File: src/rtl/comparator_bist_pkg.sv
// comparator_bist_pkg
// Shared types and helpers for the comparator BIST:
//   state_t      - sweep controller states
//   cmp_result_t - {gt, eq, lt} comparator result bundle
//   vec_count()  - number of (A, B) vectors swept for a given operand width
package comparator_bist_pkg;

  typedef enum logic [1:0] {
    IDLE  = 2'd0,
    DRIVE = 2'd1,
    CHECK = 2'd2,
    DONE  = 2'd3
  } state_t;

  typedef struct packed {
    logic gt;
    logic eq;
    logic lt;
  } cmp_result_t;

  // Every (A, B) pair of two width-bit operands.
  function automatic int unsigned vec_count(input int unsigned width);
    return 32'd1 << (32'd2 * width);
  endfunction

endpackage

File: src/rtl/comparator_ref.sv
// comparator_ref
// Combinational golden model of an unsigned magnitude comparator.
// Ports:
//   a, b   in  WIDTH  operands
//   result out 3      {gt, eq, lt}, exactly one bit set
module comparator_ref
  import comparator_bist_pkg::*;
#(
  parameter int WIDTH = 2
) (
  input  logic [WIDTH-1:0] a,
  input  logic [WIDTH-1:0] b,
  output cmp_result_t      result
);

  // Unsigned compare of the two operands.
  always_comb begin
    result.gt = (a > b);
    result.eq = (a == b);
    result.lt = (a < b);
  end

endmodule

File: src/rtl/comparator_bist.sv
// comparator_bist
// Exhaustive built-in self-test for a WIDTH-bit magnitude comparator.
// Sweeps every (A, B) pair (A outer, B inner), holds each vector SETTLE
// cycles, samples {gt, eq, lt} in a one-cycle CHECK state and counts
// vectors whose outputs differ from the reference model.
// Ports:
//   clk, rst            clock, synchronous active-high reset
//   start               begin a sweep (honoured only in IDLE or DONE)
//   dut_a, dut_b        registered operands to the comparator under test
//   dut_gt/eq/lt        comparator outputs under test
//   busy, done, pass    status; pass is meaningful while done is high
//   err_count           number of failing vectors in the sweep
// Optional (macro COMPARATOR_BIST_FAIL_LOG_EN):
//   fail_valid, fail_a, fail_b, fail_obs  first failing vector of the sweep
module comparator_bist
  import comparator_bist_pkg::*;
#(
  parameter int WIDTH  = 2,
  parameter int SETTLE = 1
) (
  input  logic               clk,
  input  logic               rst,
  input  logic               start,
  output logic [WIDTH-1:0]   dut_a,
  output logic [WIDTH-1:0]   dut_b,
  input  logic               dut_gt,
  input  logic               dut_eq,
  input  logic               dut_lt,
  output logic               busy,
  output logic               done,
  output logic               pass,
  output logic [2*WIDTH:0]   err_count
`ifdef COMPARATOR_BIST_FAIL_LOG_EN
  ,
  output logic               fail_valid,
  output logic [WIDTH-1:0]   fail_a,
  output logic [WIDTH-1:0]   fail_b,
  output logic [2:0]         fail_obs
`endif
);

  localparam int IW = 2 * WIDTH;
  localparam int EW = IW + 1;
  localparam int CW = (SETTLE > 1) ? $clog2(SETTLE) : 1;
  localparam logic [CW-1:0] SETTLE_LAST = CW'(SETTLE - 1);
  localparam logic [IW-1:0] IDX_LAST    = IW'(vec_count(WIDTH) - 1);

  state_t        state;
  state_t        state_next;
  logic [IW-1:0] idx;
  logic [IW-1:0] idx_next;
  logic [CW-1:0] settle_cnt;
  logic [CW-1:0] settle_cnt_next;
  logic [EW-1:0] err_next;
  logic          start_accept;
  logic          mismatch;
  cmp_result_t   expected;
  cmp_result_t   observed;

  // The operand registers are simply the two halves of the vector index.
  assign dut_a = idx[IW-1:WIDTH];
  assign dut_b = idx[WIDTH-1:0];

  assign observed     = '{gt: dut_gt, eq: dut_eq, lt: dut_lt};
  assign start_accept = start && ((state == IDLE) || (state == DONE));
  // Any differing bit fails, so non-one-hot outputs can never pass.
  assign mismatch     = (observed != expected);

  comparator_ref #(
    .WIDTH (WIDTH)
  ) u_ref (
    .a      (dut_a),
    .b      (dut_b),
    .result (expected)
  );

  // Sweep sequencing: next state, vector index, settle counter, error count.
  always_comb begin
    state_next      = state;
    idx_next        = idx;
    settle_cnt_next = settle_cnt;
    err_next        = err_count;
    case (state)
      IDLE, DONE: begin
        if (start_accept) begin
          state_next      = DRIVE;
          idx_next        = {IW{1'b0}};
          settle_cnt_next = {CW{1'b0}};
          err_next        = {EW{1'b0}};
        end else begin
          state_next = state;
        end
      end
      DRIVE: begin
        if (settle_cnt == SETTLE_LAST) begin
          state_next = CHECK;
        end else begin
          settle_cnt_next = settle_cnt + CW'(1);
        end
      end
      CHECK: begin
        if (mismatch) begin
          err_next = err_count + EW'(1);
        end else begin
          err_next = err_count;
        end
        if (idx == IDX_LAST) begin
          state_next = DONE;
        end else begin
          state_next      = DRIVE;
          idx_next        = idx + IW'(1);
          settle_cnt_next = {CW{1'b0}};
        end
      end
      default: begin
        state_next = IDLE;
      end
    endcase
  end

  // Controller state and registered status outputs, derived from next state
  // so they line up with the state they describe.
  always_ff @(posedge clk) begin
    if (rst) begin
      state      <= IDLE;
      idx        <= {IW{1'b0}};
      settle_cnt <= {CW{1'b0}};
      err_count  <= {EW{1'b0}};
      busy       <= 1'b0;
      done       <= 1'b0;
      pass       <= 1'b0;
    end else begin
      state      <= state_next;
      idx        <= idx_next;
      settle_cnt <= settle_cnt_next;
      err_count  <= err_next;
      busy       <= (state_next == DRIVE) || (state_next == CHECK);
      done       <= (state_next == DONE);
      pass       <= (state_next == DONE) && (err_next == {EW{1'b0}});
    end
  end

`ifdef COMPARATOR_BIST_FAIL_LOG_EN
  // First-failure capture; later failures in the same sweep are ignored.
  always_ff @(posedge clk) begin
    if (rst || start_accept) begin
      fail_valid <= 1'b0;
      fail_a     <= {WIDTH{1'b0}};
      fail_b     <= {WIDTH{1'b0}};
      fail_obs   <= 3'b000;
    end else if ((state == CHECK) && mismatch && !fail_valid) begin
      fail_valid <= 1'b1;
      fail_a     <= dut_a;
      fail_b     <= dut_b;
      fail_obs   <= observed;
    end else begin
      fail_valid <= fail_valid;
      fail_a     <= fail_a;
      fail_b     <= fail_b;
      fail_obs   <= fail_obs;
    end
  end
`endif

endmodule

File: config.mk
export PLATFORM = sky130hd
export DESIGN_NAME = comparator_bist
export DESIGN_NICKNAME = d
export VERILOG_FILES = /design/src/rtl/comparator_bist_pkg.sv /design/src/rtl/comparator_ref.sv /design/src/rtl/comparator_bist.sv
export SDC_FILE = /design/constraint.sdc
export NUM_CORES = 1
export LEC_CHECK = 0
export ABC_AREA = 1
export ABC_CLOCK_PERIOD_IN_PS = 1800
export CAP_MARGIN = 10
export CORE_MARGIN = 3
export CORE_UTILIZATION = 45
export CTS_CLUSTER_DIAMETER = 100
export CTS_CLUSTER_SIZE = 24
export DETAILED_ROUTE_END_ITERATION = 10
export PLACE_DENSITY = 0.74
export SYNTH_ARGS = -nofsm -noshare
export SYNTH_HDL_FRONTEND = slang
export SYNTH_HIERARCHICAL = 1
export SYNTH_SLANG_ARGS = --single-unit
File: constraint.sdc
create_clock -name clk -period 1.8 [get_ports clk]
set_input_delay 0.27 -clock clk [delete_from_list [all_inputs] [get_ports clk]]
set_output_delay 0.27 -clock clk [all_outputs]
set_load 0.02 [all_outputs]
# Word-level counts from Yosys, hierarchy flattened
# Cells that the tools add are included.
dict set report word_totals {
  ff_bits 15
  output_inout_bits 12
  word_cells 47
}
dict set report classes {
  addsub 3
  order_cmp 2
  eq_ne 11
  mux 14
  reduce_logical 10
}
# op count
set ops {}
lappend ops {{$mux W5} 2}
lappend ops {{$pmux W5 S2} 1}
lappend ops {{$eq A2 B2 Y1 const B} 4}
lappend ops {{$mux W4} 2}
lappend ops {{$pmux W4 S2} 1}
lappend ops {{$mux W2} 3}
lappend ops {{$pmux W2 S3} 1}
lappend ops {{$add A5 B1 Y5 const B} 1}
lappend ops {{$logic_not A5 Y1} 1}
lappend ops {{$add A4 B1 Y4 const B} 1}
lappend ops {{$eq A2 B1 Y1 const B} 2}
lappend ops {{$eq A4 B4 Y1 const B} 1}
lappend ops {{$ne A2 B2 Y1 const B} 2}
lappend ops {{$mux W1} 3}
lappend ops {{$ne A3 B3 Y1} 1}
lappend ops {{$pmux W1 S3} 1}
lappend ops {{$reduce_and A3 Y1} 1}
lappend ops {{$eq A2 B2 Y1} 1}
lappend ops {{$gt A2 B2 Y1} 1}
lappend ops {{$logic_and A1 B1 Y1} 2}
lappend ops {{$logic_not A2 Y1} 1}
lappend ops {{$logic_or A1 B1 Y1} 2}
lappend ops {{$lt A2 B2 Y1} 1}
lappend ops {{$reduce_and A2 Y1} 1}
lappend ops {{3 further kinds} 3}

# Longest topological paths before layout
dict set report depth {
  word_depth 7
  mapped_depth 15
  ltp_nobuf 15
}

# By module
# Netlist, hierarchy kept.
# module instances cells_per_inst area_per_inst_um2 seq_area_each_um2
set by_module_without_submodules {}
lappend by_module_without_submodules {comparator_bist 1 126 838.3 280.3}
lappend by_module_without_submodules {comparator_ref 1 11 65.1 0.0}

# Worst setup path before layout
# OpenSTA, ideal clock, no wires.
dict set report synth_path {
  kind {register to register}
  from {register idx[2]}
  to {register pass}
  setup_time_ns 0.111
  arrival_time_ns 1.767
  t_required_ns 1.689
  setup_slack_ns -0.079
  stages_incl_launch_ff 15
  n_path_buf 0
  period_less_slack_ns 1.879
  cell_sequence {dfxtp_1 > inv_1 > ha_1 > nand2_1 > inv_1 > a21oi_2 > inv_1 > nand2_1 > nand2_1 > nand3_2 > nand2_1 > nor2_1 > a21oi_4 > nand3_1 > nor2_1}
}
# item line
set synth_rtl {}
lappend synth_rtl {{start, declared} comparator_bist.sv:50} ;# logic [IW-1:0] idx;
lappend synth_rtl {{start signal, assigned} comparator_bist.sv:126} ;# idx <= {IW{1'b0}};
lappend synth_rtl {{start signal, assigned} comparator_bist.sv:134} ;# idx <= idx_next;
lappend synth_rtl {{end signal, assigned} comparator_bist.sv:139} ;# pass <= (state_next == DONE) && (err_next == {EW{1'b0}});
lappend synth_rtl {{end, declared} comparator_bist.sv:31} ;# output logic pass,

==> impl_metrics.toml <==
[run_status]
status = "finished, final reports clean"

[drt]
wl_um = 2090
drtIter0Drc = 24
via_per_inst = 4.93
ant_nets = 0
wl_per_cell_um = 11.1
vias = 927
drcViolationCount = 0
drtPass1Iterations = 4

[synthesis]
yosys_warnings = 6
postSynthCellCount = 137
ys_seq_area_share_pct = 31.0
syn_nets = 150
syn_avg_cell_area_um2 = 6.59
synth_top_family_by_area = "simple AND/OR/NAND/NOR gates"
synth-xor-area-share_pct = 5.68
synth_compound_area_share_pct = 8.86
synth.top_cells.by_area = "dfxtp_1, nand2_1, inv_1"
yosysTopAreaCell = "dfxtp_1"
synth_area_um2 = 903
synth_mux_area_share_pct = 0
synth_cell_types = 20
yosys.area.top_type_share_pct = 31.0
synthAdderAreaFrac_pct = 9.70
synth_seq_cells = 14
synth-simple-area-share_pct = 33.0

[worst_hold_path]
hp-class = "register to register"
min_to = "state[1]"
hold_depth = 2
min_from = "state[1]"

[worst_setup_path]
slowest_delay_ns = 0.34
crit_fanout = 6
worstSetupPathType = "register to register"
worst_setup_path_end_kind = "register"
r2r_setup_slack_ns = 0.06
worstRegToRegCells = 14
cp_num_buf_inv = 2
crit_family = "simple AND/OR/NAND/NOR gates"
r2r-start = "idx[1]"
cp_cell_sequence = "inv_2 -> ha_4 -> nand2_1 -> a21oi_2 -> inv_1 -> nand2_2 -> nand2_4 -> nand3_4 -> nand2_2 -> nand3_2 -> nand2_1 -> nor2_1 -> nand2_1 -> nor2_1"
cp.required_ns = 2.02
cp_data_arrival_time_ns = 1.96
worst_r2r_endpoint = "pass"
cpMostUsedCell = "nand2_1"
crit_slowest_cell = "dfxtp_2"
worstSetupStartpointType = "register"

[sta]
layout_min_cycle_time_ns = 1.74
whs_ns = 0.516
worst_slack_ns = 0.0563
setup_viol = 0
hold_viol = 0
fin_skew_ns = 0.00631
fmax_ghz = 0.573
period_share_pct = 96.9
tightest_slew_ns = 0.314
relSlewSlack_pct = 79.1
drv_slew = 0

[layout]
n_antenna_cell = 0
multi_input_area_um2 = 589
syn_to_final_growth_pct = 39.8
fin_util_pct = 70.1
fillCellCount = 151
seqCellArea_um2 = 285
final_cells = 188
finalNetCount = 177
final_layout_size_suffix_gt1_share_pct = 19.6

[cts]
cts_buffers = 3
cts.sinks = 14
path_clk_slew_ns = 0.09
clk_path_buf_depth = 2
cts_tree = "yes"
htree_num_levels = 1
insertion_delay_ns = 0.28
cts_root_buffer = "clkbuf_4"
hold_buffers = 0

[global_route]
grt_pass1_vias = 771
grt_pass1_wl_um = 3390
antenna_found_initial = 0
track_usage_pct = 17.1
grt_max_degree = 10
overflow = 0

[placed_design]
preCtsSetupSlack_ns = -0.0227
hpwl_um = 1560
place.gp.congestion = 0.923
io_buffers = 17
placedCellCount = 182

[floorplan]
die_area_mm2 = 0.00258
die_height_um = 50.8
ios = 18
dieWidth_um = 50.8
core_area_mm2 = 0.00180
initial_core_util_pct = 50.1
rows = 15

[power]
p_comb_share_pct = 45.7
power_leakage_nw = 0.599
power.internal_mw = 0.669
switching_share_pct = 39.0
ir_drop_v = 0.000578
total_power_mw = 1.10
clockPowerShare_pct = 20.6
power_frac_seq_pct = 33.7
p_per_area_mw_per_mm2 = 868
switchingPower_mw = 0.427

[job]
maxCapViolCount = 0
==> worst reg2reg max path: stages, from the launching register on <==
cell	delay, ns
dfxtp_2	0.34
inv_2	0.04
ha_4	0.27
nand2_1	0.07
a21oi_2	0.16
inv_1	0.07
nand2_2	0.09
nand2_4	0.08
nand3_4	0.11
nand2_2	0.07
nand3_2	0.09
nand2_1	0.06
nor2_1	0.10
nand2_1	0.06
nor2_1	0.09
==> cells in the mapped netlist <==
master / number
a211oi_1: 1
a21o_1: 1
a21oi_1: 8
a21oi_2: 1
a21oi_4: 1
and2_1: 1
buf_2: 1
clkbuf_1: 1
dfxtp_1: 14
ha_1: 7
inv_1: 26
nand2_1: 41
nand3_1: 7
nand3_2: 1
nand4_1: 5
nor2_1: 15
nor3_1: 1
xnor2_1: 1
xnor2_2: 1
xor2_1: 3
==> how the worst max path moves through the flow <==
stage | from | to | depth (start not counted)
after floorplan | idx[2] | pass | 14
final | idx[1] | pass | 14
after global placement | idx[1] | pass | 13
after global routing | idx[1] | pass | 14
after detailed placement | idx[1] | pass | 14
after CTS | idx[1] | pass | 15
==> power by group through the flow <==
stage / clock, mW / sequential, mW / combinational [mW]
after floorplan: 0 / 0.401 / 0.273
after global placement: 0 / 0.370 / 0.423
after detailed placement: 0 / 0.370 / 0.434
after CTS: 0.231 / 0.364 / 0.450
after global routing: 0.249 / 0.373 / 0.564
final: 0.226 / 0.369 / 0.502
==> per-layer routing <==
metal  routed length [µm]  share of wire [%]  vias to the layer above  GRT usage (%)
li1                     -                  -                      479              -
met1                  952                 46                      421           21.8
met2                 1030                 49                       23           27.4
met3                   92                4.4                        4           5.34
met4                   20               0.96                        0           5.38
met5                    0                  0                        -              0
==> repair_timing <==
action / 4_1_cts / 5_1_grt
pin swaps: 0 / 9
buffers inserted: 0 / 2
resized for setup: 3 / 14
endpoints found under the setup margin: 1 / 6
cloned: 0 / 0
==> placed cells by master (no fill, tap or decap), drive strengths merged <==
master and n:
nand2 41, inv 26, clkdlybuf4s50 17, nor2 15, dfxtp 14, a21oi 10
nand3 8, buf 7, ha 7, nand4 5, clkbuf 4, xor2 3
xnor2 2, nor3 1, a211oi 1, a21o 1, and2 1
==> cell type report <==
cell class,count,area share [%]
timing repair buffer,24,17.6
tap,25,2.48
clock buffer,4,2.87
sequential,14,22.6
multi-input combinational,95,46.7
inverter,26,7.73
==> registers in the layout (all words and copies together) (netlist names) <==
name / cells
state: 2
idx: 4
err_count: 5
done: 1
pass: 1
busy: 1
==> kinds of logic after synthesis <==
group,count (synthesis)
xor+xnor,5
compound gates,12
buf+inv,28
fa+ha+maj,7
flops,14
simple gates,71
==> metrics by stage <==
step / cell area (µm²) / TNS, ns
after detailed placement: 1140 / -0.0227
after floorplan: 907 / 0
final: 1260 / 0
after CTS: 1190 / 0
after global routing: 1260 / -0.0475
after global placement: 1140 / 0
No activity file was read; power rests on OpenSTA's default activity.
